===== src/rtl/btn_conditioner.sv =====
// ---------------------------------------------------------------------------
// btn_conditioner
//
// Conditions a raw, bouncing push-button for the stopwatch counter.
// The button is synchronised, debounced and each press is classified as
// short (start/stop) or long (clear).
//
// Ports:
//   clk           system clock, all state changes on the rising edge
//   rst_n         asynchronous active-low reset
//   btn           raw push-button, asynchronous, active-high, may bounce
//   btn_db        debounced button level
//   toggle_pulse  one-cycle pulse when a short press completes
//   clear_pulse   one-cycle pulse when a press becomes long
//   running       start/stop level, drives the counter's count enable
//
// Parameters:
//   DEBOUNCE_CYCLES  stable cycles before btn_db changes (>= 2)
//   LONG_CYCLES      debounced-pressed cycles that make a press long
//                    (> DEBOUNCE_CYCLES)
// ---------------------------------------------------------------------------
module btn_conditioner #(
   parameter int DEBOUNCE_CYCLES = 16,
   parameter int LONG_CYCLES     = 200
) (
   input  logic clk,
   input  logic rst_n,
   input  logic btn,
   output logic btn_db,
   output logic toggle_pulse,
   output logic clear_pulse,
   output logic running
);

   localparam int DB_W   = $clog2(DEBOUNCE_CYCLES);
   localparam int HOLD_W = $clog2(LONG_CYCLES);

   localparam logic [DB_W-1:0]   DB_LAST   = DB_W'(DEBOUNCE_CYCLES - 1);
   localparam logic [HOLD_W-1:0] HOLD_LAST = HOLD_W'(LONG_CYCLES - 1);

   typedef enum logic [1:0] {
      IDLE = 2'd0,
      HELD = 2'd1,
      LONG = 2'd2
   } state_t;

   logic              sync1_r;
   logic              sync2_r;
   logic              btn_db_r;
   logic [DB_W-1:0]   db_cnt_r;
   logic [HOLD_W-1:0] hold_cnt_r;
   logic [HOLD_W-1:0] hold_cnt_nxt_s;
   logic              toggle_r;
   logic              toggle_nxt_s;
   logic              clear_r;
   logic              clear_nxt_s;
   logic              running_r;
   logic              running_nxt_s;
   state_t            state_r;
   state_t            next_state_s;

   // Two-flop synchroniser for the asynchronous button input.
   always_ff @(posedge clk or negedge rst_n) begin
      if (!rst_n) begin
         sync1_r <= 1'b0;
         sync2_r <= 1'b0;
      end else begin
         sync1_r <= btn;
         sync2_r <= sync1_r;
      end
   end

   // Debounce: btn_db follows sync2 only after DEBOUNCE_CYCLES stable cycles;
   // any return to the current level restarts the count.
   always_ff @(posedge clk or negedge rst_n) begin
      if (!rst_n) begin
         btn_db_r <= 1'b0;
         db_cnt_r <= '0;
      end else if (sync2_r == btn_db_r) begin
         db_cnt_r <= '0;
      end else if (db_cnt_r == DB_LAST) begin
         btn_db_r <= sync2_r;
         db_cnt_r <= '0;
      end else begin
         db_cnt_r <= db_cnt_r + DB_W'(1);
      end
   end

   // Press-classification FSM state, hold counter and registered outputs.
   always_ff @(posedge clk or negedge rst_n) begin
      if (!rst_n) begin
         state_r    <= IDLE;
         hold_cnt_r <= '0;
         toggle_r   <= 1'b0;
         clear_r    <= 1'b0;
         running_r  <= 1'b0;
      end else begin
         state_r    <= next_state_s;
         hold_cnt_r <= hold_cnt_nxt_s;
         toggle_r   <= toggle_nxt_s;
         clear_r    <= clear_nxt_s;
         running_r  <= running_nxt_s;
      end
   end

   // Next-state and next-output logic. Release is checked before the long
   // threshold, so a toggle and a clear can never coincide. hold_cnt stops
   // at HOLD_LAST because HELD is left on that value, so it cannot wrap.
   always_comb begin
      next_state_s   = state_r;
      hold_cnt_nxt_s = hold_cnt_r;
      toggle_nxt_s   = 1'b0;
      clear_nxt_s    = 1'b0;
      running_nxt_s  = running_r;
      case (state_r)
         IDLE: begin
            if (btn_db_r) begin
               next_state_s   = HELD;
               hold_cnt_nxt_s = '0;
            end else begin
               next_state_s   = IDLE;
            end
         end
         HELD: begin
            if (!btn_db_r) begin
               next_state_s  = IDLE;
               toggle_nxt_s  = 1'b1;
               running_nxt_s = ~running_r;
            end else if (hold_cnt_r == HOLD_LAST) begin
               next_state_s  = LONG;
               clear_nxt_s   = 1'b1;
               running_nxt_s = 1'b0;
            end else begin
               hold_cnt_nxt_s = hold_cnt_r + HOLD_W'(1);
            end
         end
         LONG: begin
            if (!btn_db_r) begin
               next_state_s = IDLE;
            end else begin
               next_state_s = LONG;
            end
         end
         default: begin
            next_state_s = IDLE;
         end
      endcase
   end

   assign btn_db       = btn_db_r;
   assign toggle_pulse = toggle_r;
   assign clear_pulse  = clear_r;
   assign running      = running_r;

endmodule


===== config.mk =====
export PLATFORM = sky130hd
export DESIGN_NAME = btn_conditioner
export DESIGN_NICKNAME = d
export VERILOG_FILES = /design/src/rtl/btn_conditioner.sv
export SDC_FILE = /design/constraint.sdc
export NUM_CORES = 1
export LEC_CHECK = 0
export ABC_CLOCK_PERIOD_IN_PS = 4150
export CAP_MARGIN = 20
export CORE_ASPECT_RATIO = 0.7
export CORE_MARGIN = 4
export CORE_UTILIZATION = 43
export CTS_BUF_LIST = sky130_fd_sc_hd__clkbuf_4
export CTS_CLUSTER_SIZE = 24
export DETAILED_ROUTE_END_ITERATION = 8
export PLACE_DENSITY = 0.69
export SLEW_MARGIN = 20
export SYNTH_ARGS = -nofsm -noshare
export SYNTH_HDL_FRONTEND = slang
export SYNTH_SLANG_ARGS = --single-unit

===== constraint.sdc =====
create_clock -name clk -period 4.15 [get_ports clk]
set_clock_uncertainty 0.2 [all_clocks]
set_input_delay 0.415 -clock clk [delete_from_list [all_inputs] [get_ports clk]]
set_output_delay 0.415 -clock clk [all_outputs]
set_load 0.05 [all_outputs]

==> out/results.md, run 1 <==
| Stage | Result | Reported |
|---|---|---|
| final layout | Most frequent cells in the layout | 20 x sky130_fd_sc_hd__dfrtp_1, 16 x sky130_fd_sc_hd__nand2_1, 8 x sky130_fd_sc_hd__nand3_1, 6 x sky130_fd_sc_hd__ha_1, 6 x sky130_fd_sc_hd__clkdlybuf4s50_1 |
| logic synthesis | EDFF count, synth | 0 |
| power | Power dissipated by switching net loads | 0.00007175 W |
| logic synthesis | Area leader, netlist | sky130_fd_sc_hd__dfrtp_1 |
| sta | Maximum achievable frequency | 405.9 MHz |
| clocking | Clock tree from TritonCTS | done |
| clocking | Clock buffers created by TritonCTS | 3 |
| logic synthesis | Simple logic cell fraction of the synthesized area | 22.36% |
| power | Leakage power figure | 0.4619 nW |
| clocking | Number of clock sinks | 20 |
| die | Initial Utilization | 45.85% |
| route | Antenna viol nets, final | 0 |
| logic synthesis | Area fraction of the dominant cell type after synthesis | 50.25% |
| logic synthesis | Share of synthesized registers carrying an async set or reset | 100.0% |
| clocking | H-tree levels | 1 |
| logic synthesis | Synthesized-area fraction occupied by ao, oa, aoi and oai cells | 11.81% |
| hold path | Path type of the worst min-delay path | flip-flop to flip-flop |
| route | Number of vias per cell after detailed routing | 5.194 |
| logic synthesis | Most used flip-flop cell after synthesis | sky130_fd_sc_hd__dfrtp_1 |
| logic synthesis | Top cells by area, synth | sky130_fd_sc_hd__dfrtp_1 50%, sky130_fd_sc_hd__ha_1 7.5%, sky130_fd_sc_hd__nand2_1 6.0%, sky130_fd_sc_hd__nand3_1 4.0%, sky130_fd_sc_hd__mux2_2 3.4% |
| logic synthesis | Post-synthesis average cell area | 10.48 µm² |
| power | Pint | 0.0003014 W |
| sta | Worst slew slack as a fraction of its limit | 41.84% |
| worst setup path | Type of the setup path with the least slack | flip-flop to flip-flop |
| clocking | CTS resizes | 0 |
| placement | Weighted congestion at the end of routability-driven global placement | 0.7322 |
| die | Number of I/O pins | 7 |
| logic synthesis | Yosys warning count | 0 |
| route | Length of the first detailed-routing pass in iterations | 4 |
| final layout | Ant. Diodes | 0 |
| sta | Endpoints failing setup | 0 |
| grt | Aggregate global routing overflow | 0 |
| logic synthesis | Register bit total from synthesis | 20 |
| worst setup path | Arrival @ worst endpoint | 2460 ps |
| logic synthesis | Syn nets | 104 |
| logic synthesis | Number of different library cells in the post-synthesis netlist | 30 |
| power | Fraction of power consumed by sequential logic | 54.0% |
| grt | Pin count of the biggest net entering global routing | 21 |
| logic synthesis | Post-synthesis cell count | 95 |
| die | Placement row count | 14 |
| worst setup path | Critical R2R Launch | state_r[1] |
| power | Clock power share | 42.7% |
| hold path | Min-delay src | sync1_r |
| worst setup path | R2R setup slack | 1690 ps |
| grt | Number of antenna violations at the first check in global routing | 0 |
| sta | Fin Hold WS | 159.4 ps |
| clocking | Clock root buffer master | sky130_fd_sc_hd__clkbuf_4 |
| clocking | Number of buffers added for setup after CTS | 0 |
| logic synthesis | Area of the mapped netlist | 996.0 µm² |
| worst setup path | Type of element capturing the critical path | flip-flop |
| logic synthesis | Fraction of the yosys area taken by sequential cells | 50.25% |
| route | DR vias | 696 |
| logic synthesis | Combinational family with the most area after synthesis | simple AND/OR/NAND/NOR gates |
| worst setup path | Critical Path Source Type | flip-flop |
| final layout | Commonest non-fill, non-tap cell in the layout | sky130_fd_sc_hd__dfrtp_1 |
| sta | Worst-margin pin slew | 869.6 ps |
| route | DRC viols | 0 |
| sta | Setup TNS | 0 ps |
| worst setup path | Maximum fanout count along the critical path | 17 |
| die | Overall die area | 0.003162 mm² |
| sta | Count of final max-slew check failures | 0 |
| final layout | Register area | 500.5 µm² |
| worst setup path | Critical Path Source | state_r[1] |
| sta | Tcrit/Tclk final | 59.37% |
| final layout | Combined area of the multi-input logic cells | 466.7 µm² |
| route | Number of DRC violations after detailed-routing iteration 0 | 16 |
| final layout | Final nets | 112 |
| logic synthesis | Xor/xnor cell area share of the yosys netlist | 1.759% |
| sta | Hold Fails Final Rpt | 0 |
| job | Maximum Capacitance Violations | 0 |
| clocking | Hold buffer count at CTS | 0 |
| placement | DP HPWL | 1266 µm |
| final layout | Filler cell count | 209 |
| power | Combinational share of power | 3.4% |
| grt | Via count of the first global-routing pass | 625 |
| power | Power per unit of standard cell area | 328.8 mW/mm² |
| route | Wirelength, routed | 1716 µm |
| die | Core region area | 0.002172 mm² |
| sta | Fin crit period | 2464 ps |
| grt | Total global-route track usage | 12.51% |
| clocking | Worst-skew pair later-pin latency | 310 ps |
| clocking | Worst-path clk slew | 110 ps |
| power | Switching share of total power | 19.23% |
| power | VDD IR-drop max | 0.3106 mV |
| grt | Wire length of the first global-routing pass | 2884 µm |
| clocking | Max clock buf depth | 2 |
| sta | Unrepaired setup endpoints after global routing | no |
| placement | Port-buffer cells | 6 |
| logic synthesis | Multiplexer share of the synthesized area | 3.392% |
| logic synthesis | Area share of fa/ha/maj cells after synthesis | 7.538% |
| final layout | Area added between synthesis and finish | 13.94% |
| die | Die width | 65.52 µm |
| die | Die outline height | 48.27 µm |
| route | Routed length per placed instance | 12.81 µm |
| final layout | Fraction of final layout cells sized beyond drive strength 1 | 7.843% |
| worst setup path | Worst path required time | 4140 ps |
| outcome | Outcome | finished, final reports clean |
==> flip-flops by register name, summed over array words and instances, names as in the netlist <==
signal,cells
toggle_pulse,1
state_r,2
sync1_r,1
running,1
db_cnt_r,4
hold_cnt_r,8
clear_pulse,1
btn_db,1
sync2_r,1
==> cells in the mapped netlist, types with 3 or more instances <==
master	number
sky130_fd_sc_hd__dfrtp_1	20
sky130_fd_sc_hd__nand2_1	16
sky130_fd_sc_hd__nand3_1	8
sky130_fd_sc_hd__ha_1	6
sky130_fd_sc_hd__inv_1	4
sky130_fd_sc_hd__nor2_1	4
sky130_fd_sc_hd__mux2_2	3
sky130_fd_sc_hd__nand3b_1	3
==> worst max-delay path: stages (launching register included) <==
cell,delay [ps]
sky130_fd_sc_hd__dfrtp_1,410
sky130_fd_sc_hd__inv_1,90
sky130_fd_sc_hd__ha_1,480
sky130_fd_sc_hd__nand2b_1,170
sky130_fd_sc_hd__o31ai_2,700
sky130_fd_sc_hd__or4b_1,230
sky130_fd_sc_hd__nand3_1,80
==> metal layers <==
metal | track usage [%] | vias to the layer above | part of all wire [%]
met5 | 0 | - | 0
met2 | 18.91 | 10 | 46
met3 | 4.839 | 0 | 4.1
met4 | 2.479 | 0 | 0
li1 | - | 354 | -
met1 | 17.36 | 332 | 50
==> path summary, 6_finish.rpt <==
check,depth (start not counted),to
setup / recovery,6,hold_cnt_r[3]
hold / removal,0,sync2_r
setup reg to reg,6,hold_cnt_r[3]
hold reg to reg,0,sync2_r
max in group asynchronous,1,sync2_r
min in group asynchronous,1,hold_cnt_r[5]
==> power groups by stage <==
stage | Combinational, W | Sequential [W] | Clock [W]
3_3_place_gp | 0.0000127 | 0.000205 | 0
4_1_cts | 0.0000131 | 0.000201 | 0.000165
2_1_floorplan | 0.00000517 | 0.000205 | 0
5_1_grt | 0.0000148 | 0.000202 | 0.000172
6_report | 0.0000126 | 0.000201 | 0.000159
3_5_place_dp | 0.0000130 | 0.000205 | 0
==> cells by family (layout without fill, tap and decap cells) <==
family	Yosys count	after routing
AO/OA/AOI/OAI	15	15
XOR/XNOR	2	2
adder cells (fa/ha/maj)	6	6
buffers and inverters	7	14
flip-flops	20	20
multiplexers	3	3
AND/OR/NAND/NOR	42	42
==> final cells by class <==
cell class	instances	share of cell area, %
clock inverters	1	2.646
repair buffers	6	5.292
multi-input cells	68	41.12
well taps	32	3.528
inverters	4	1.323
flip-flops and latches	20	44.10
clock buffers	3	1.985
==> metrics by stage <==
step / total power (W) / area, µm² / utilization, % / worst slack [ps] / instances
5_1_grt: 0.0003895 / 1135 / 52.25 / 1422 / 134
6_report: 0.0003732 / 1135 / 52.25 / 1686 / 134
3_3_place_gp: 0.0002176 / 1082 / 49.83 / 1847 / 130
2_1_floorplan: 0.0002105 / 996.0 / - / 2227 / 95
4_1_cts: 0.0003791 / 1135 / 52.25 / 1643 / 134
3_5_place_dp: 0.0002182 / 1082 / 49.83 / 1658 / 130
No activity file was read; power rests on OpenSTA's default activity.
==> run 2, diff against run 1 <==
ABC_CLOCK_PERIOD_IN_PS = 2400   (was 4150)
clock period = 2.4 ns   (was 4.15 ns; I/O delays follow)
==> out/results.md, run 2 (synthesized netlist as in run 1, its figures left out) <==
| Stage | Result | Reported | vs previous |
|---|---|---|---|
| outcome | Outcome | finished, final reports clean |  |
| worst setup path | Critical Path Source Type | flip-flop |  |
| placement | Weighted congestion at the end of routability-driven global placement | 0.8292 | +13% |
| worst setup path | Largest delay contributor family on the critical path | buffers and inverters |  |
| sta | Count of final max-slew check failures | 0 | unchanged |
| worst setup path | Slowest cell delay on critical path | 870 ps | +170 ps |
| sta | Maximum achievable frequency | 465.2 MHz |  |
| worst setup path | Reg-to-Reg End | hold_cnt_r[2] |  |
| grt | Via count of the first global-routing pass | 606 | -3.0% |
| sta | Endpoints failing setup | 0 | unchanged |
| worst setup path | R2R setup slack | 440 ps | -1250 ps |
| route | Total met2 wirelength after detailed routing | 672 µm | -15% |
| sta | Setup TNS | 0 ps | unchanged |
| worst setup path | Cell breakdown of the critical path | clkdlybuf4s50_1 |  |
| clocking | Clock tree from TritonCTS | done |  |
| final layout | Area added between synthesis and finish | 16.21% |  |
| final layout | Final Instance Area | 0.001157 mm² | +2.0% |
| power | Power per unit of standard cell area | 557.9 mW/mm² | +70% |
| worst setup path | Maximum fanout count along the critical path | 10 | -7 |
| worst setup path | Type of the setup path with the least slack | flip-flop to output pin |  |
| die | Overall die area | 0.003162 mm² | unchanged |
| power | Leakage power figure | 0.4763 nW | +3.1% |
| sta | Unrepaired setup endpoints after global routing | no |  |
| clocking | Hold buffer count at CTS | 0 | unchanged |
| final layout | Commonest non-fill, non-tap cell in the layout | sky130_fd_sc_hd__dfrtp_1 |  |
| final layout | Filler cell count | 216 | +3.3% |
| sta | Worst slew slack as a fraction of its limit | 66.37% | +25 points |
| worst setup path | Arrival @ worst endpoint | 1710 ps | -750 ps |
| power | VDD IR-drop max | 0.6093 mV | +96% |
| job | Maximum Capacitance Violations | 0 | unchanged |
| route | DR vias | 714 | +2.6% |
| final layout | Largest register by flop count | hold_cnt_r |  |
| clocking | Max clock buf depth | 2 | unchanged |
| grt | Total global-route track usage | 12.11% | -0.41 points |
| clocking | Number of clock sinks | 20 | unchanged |
| die | Core region area | 0.002172 mm² | unchanged |
| grt | Number of antenna violations at the first check in global routing | 0 | unchanged |
| final layout | Register area | 500.5 µm² | unchanged |
| route | DRC viols | 0 | unchanged |
| worst setup path | Worst reg-to-reg path cell count | 7 | +1 |
| worst setup path | Count of buffering cells on the critical path with inverters included | 1 | unchanged |
| route | Wirelength, routed | 1633 µm | -4.8% |
| placement | Port-buffer cells | 6 | unchanged |
| final layout | Most frequent cells in the layout | 20 x sky130_fd_sc_hd__dfrtp_1, 16 x sky130_fd_sc_hd__nand2_1, 8 x sky130_fd_sc_hd__nand3_1, 6 x sky130_fd_sc_hd__ha_1, 6 x sky130_fd_sc_hd__clkdlybuf4s50_1 |  |
| die | Initial Utilization | 45.85% | unchanged |
| die | Die outline height | 48.27 µm | unchanged |
| clocking | Clock root buffer master | sky130_fd_sc_hd__clkbuf_4 |  |
| die | Number of I/O pins | 7 | unchanged |
| worst setup path | Crit path max-delay cell type | sky130_fd_sc_hd__clkdlybuf4s50_1 |  |
| final layout | Largest registers in the final layout | hold_cnt_r: 8 flops, db_cnt_r: 4 flops, state_r: 2 flops |  |
| final layout | Final nets | 115 | +2.7% |
| worst setup path | Worst path required time | 1960 ps | -2180 ps |
| placement | DP HPWL | 1233 µm | -2.6% |
| route | Routed length per placed instance | 11.92 µm | -6.9% |
| sta | Hold Fails Final Rpt | 0 | unchanged |
| sta | Worst-margin pin slew | 502.8 ps | -366.8 ps |
| clocking | Worst-path clk slew | 120 ps | about the same |
| die | Placement row count | 14 | unchanged |
| route | Antenna viol nets, final | 0 | unchanged |
| power | Final total power | 0.0006457 W | +73% |
| route | Highest routed metal layer | met4 |  |
| sta | Fin crit period | 2150 ps |  |
| grt | Wire length of the first global-routing pass | 2753 µm | -4.5% |
| die | Die width | 65.52 µm | unchanged |
| worst setup path | Type of element capturing the critical path | output pin |  |
| route | Met3 WL post-DR | 76 µm | +7.0% |
| clocking | Number of buffers added for setup after CTS | 0 | unchanged |
| final layout | Ant. Diodes | 0 | unchanged |
| clocking | CTS resizes | 0 | unchanged |
| grt | Aggregate global routing overflow | 0 | unchanged |
| final layout | Max FFs per register | 8 | unchanged |
| clocking | Worst-skew pair later-pin latency | 310 ps | about the same |
| placement | Instance area after placement | 0.001105 mm² | +2.1% |
| route | Number of DRC violations after detailed-routing iteration 0 | 5 | -11 |
| clocking | Clock buffers created by TritonCTS | 3 | unchanged |
| route | Length of the first detailed-routing pass in iterations | 3 | -1 |
| clocking | H-tree levels | 1 | unchanged |
| worst setup path | Critical R2R Launch | state_r[1] |  |
| route | Post-Route M1 WL | 861 µm | +1.2% |
| sta | Tcrit/Tclk final | 89.57% |  |
| hold path | Path type of the worst min-delay path | primary input to async pin |  |
| final layout | Combined area of the multi-input logic cells | 466.7 µm² | unchanged |
| final layout | Fraction of final layout cells sized beyond drive strength 1 | 10.48% | +2.6 points |
| route | Number of vias per cell after detailed routing | 5.212 | +0.34% |
| grt | Pin count of the biggest net entering global routing | 14 | -33% |
## run 2: per-stage QoR
step	util [%]	hold slack, ps	setup WS (ps)	std cells
2_1_floorplan	-	-255.6	476.6	95
3_3_place_gp	50.86	132.6	458.3	133
3_5_place_dp	50.86	140.2	445.8	133
4_1_cts	53.28	67.24	232.1	137
5_1_grt	53.28	70.38	150.2	137
6_report	53.28	47.74	250.3	137
## run 2: area by class of cell
cell class | instances | share of cell area (%)
multi-input cells | 68 | 40.32
well taps | 32 | 3.459
repair buffers | 9 | 7.135
clock inverters | 1 | 2.595
clock buffers | 3 | 1.946
inverters | 4 | 1.297
flip-flops and latches | 20 | 43.24
## run 2: report_power, final
part           switching (W)  internal, W
Combinational      0.0000129    0.0000105
Clock               0.000105     0.000169
Sequential        0.00000503     0.000343
Total               0.000123     0.000522
## run 2: metal layers
| layer | up-vias | GRT usage (%) |
|---|---|---|
| met5 | - | 0 |
| met4 | 0 | 5.372 |
| met3 | 4 | 5.069 |
| met2 | 11 | 18.51 |
| met1 | 338 | 15.37 |
| li1 | 361 | - |
## run 2: how the worst max path moves through the flow
| stage | slack [ps] | cells after the start | start | endpoint |
|---|---|---|---|---|
| 4_1_cts | 230 | 1 | btn_db | btn_db |
| 5_1_grt | 150 | 1 | btn_db | btn_db |
| 2_1_floorplan | 480 | 5 | btn_db | hold_cnt_r[3] |
| 6_report | 250 | 1 | btn_db | btn_db |
| 3_5_place_dp | 450 | 7 | state_r[1] | hold_cnt_r[2] |
| 3_3_place_gp | 460 | 7 | state_r[1] | hold_cnt_r[2] |
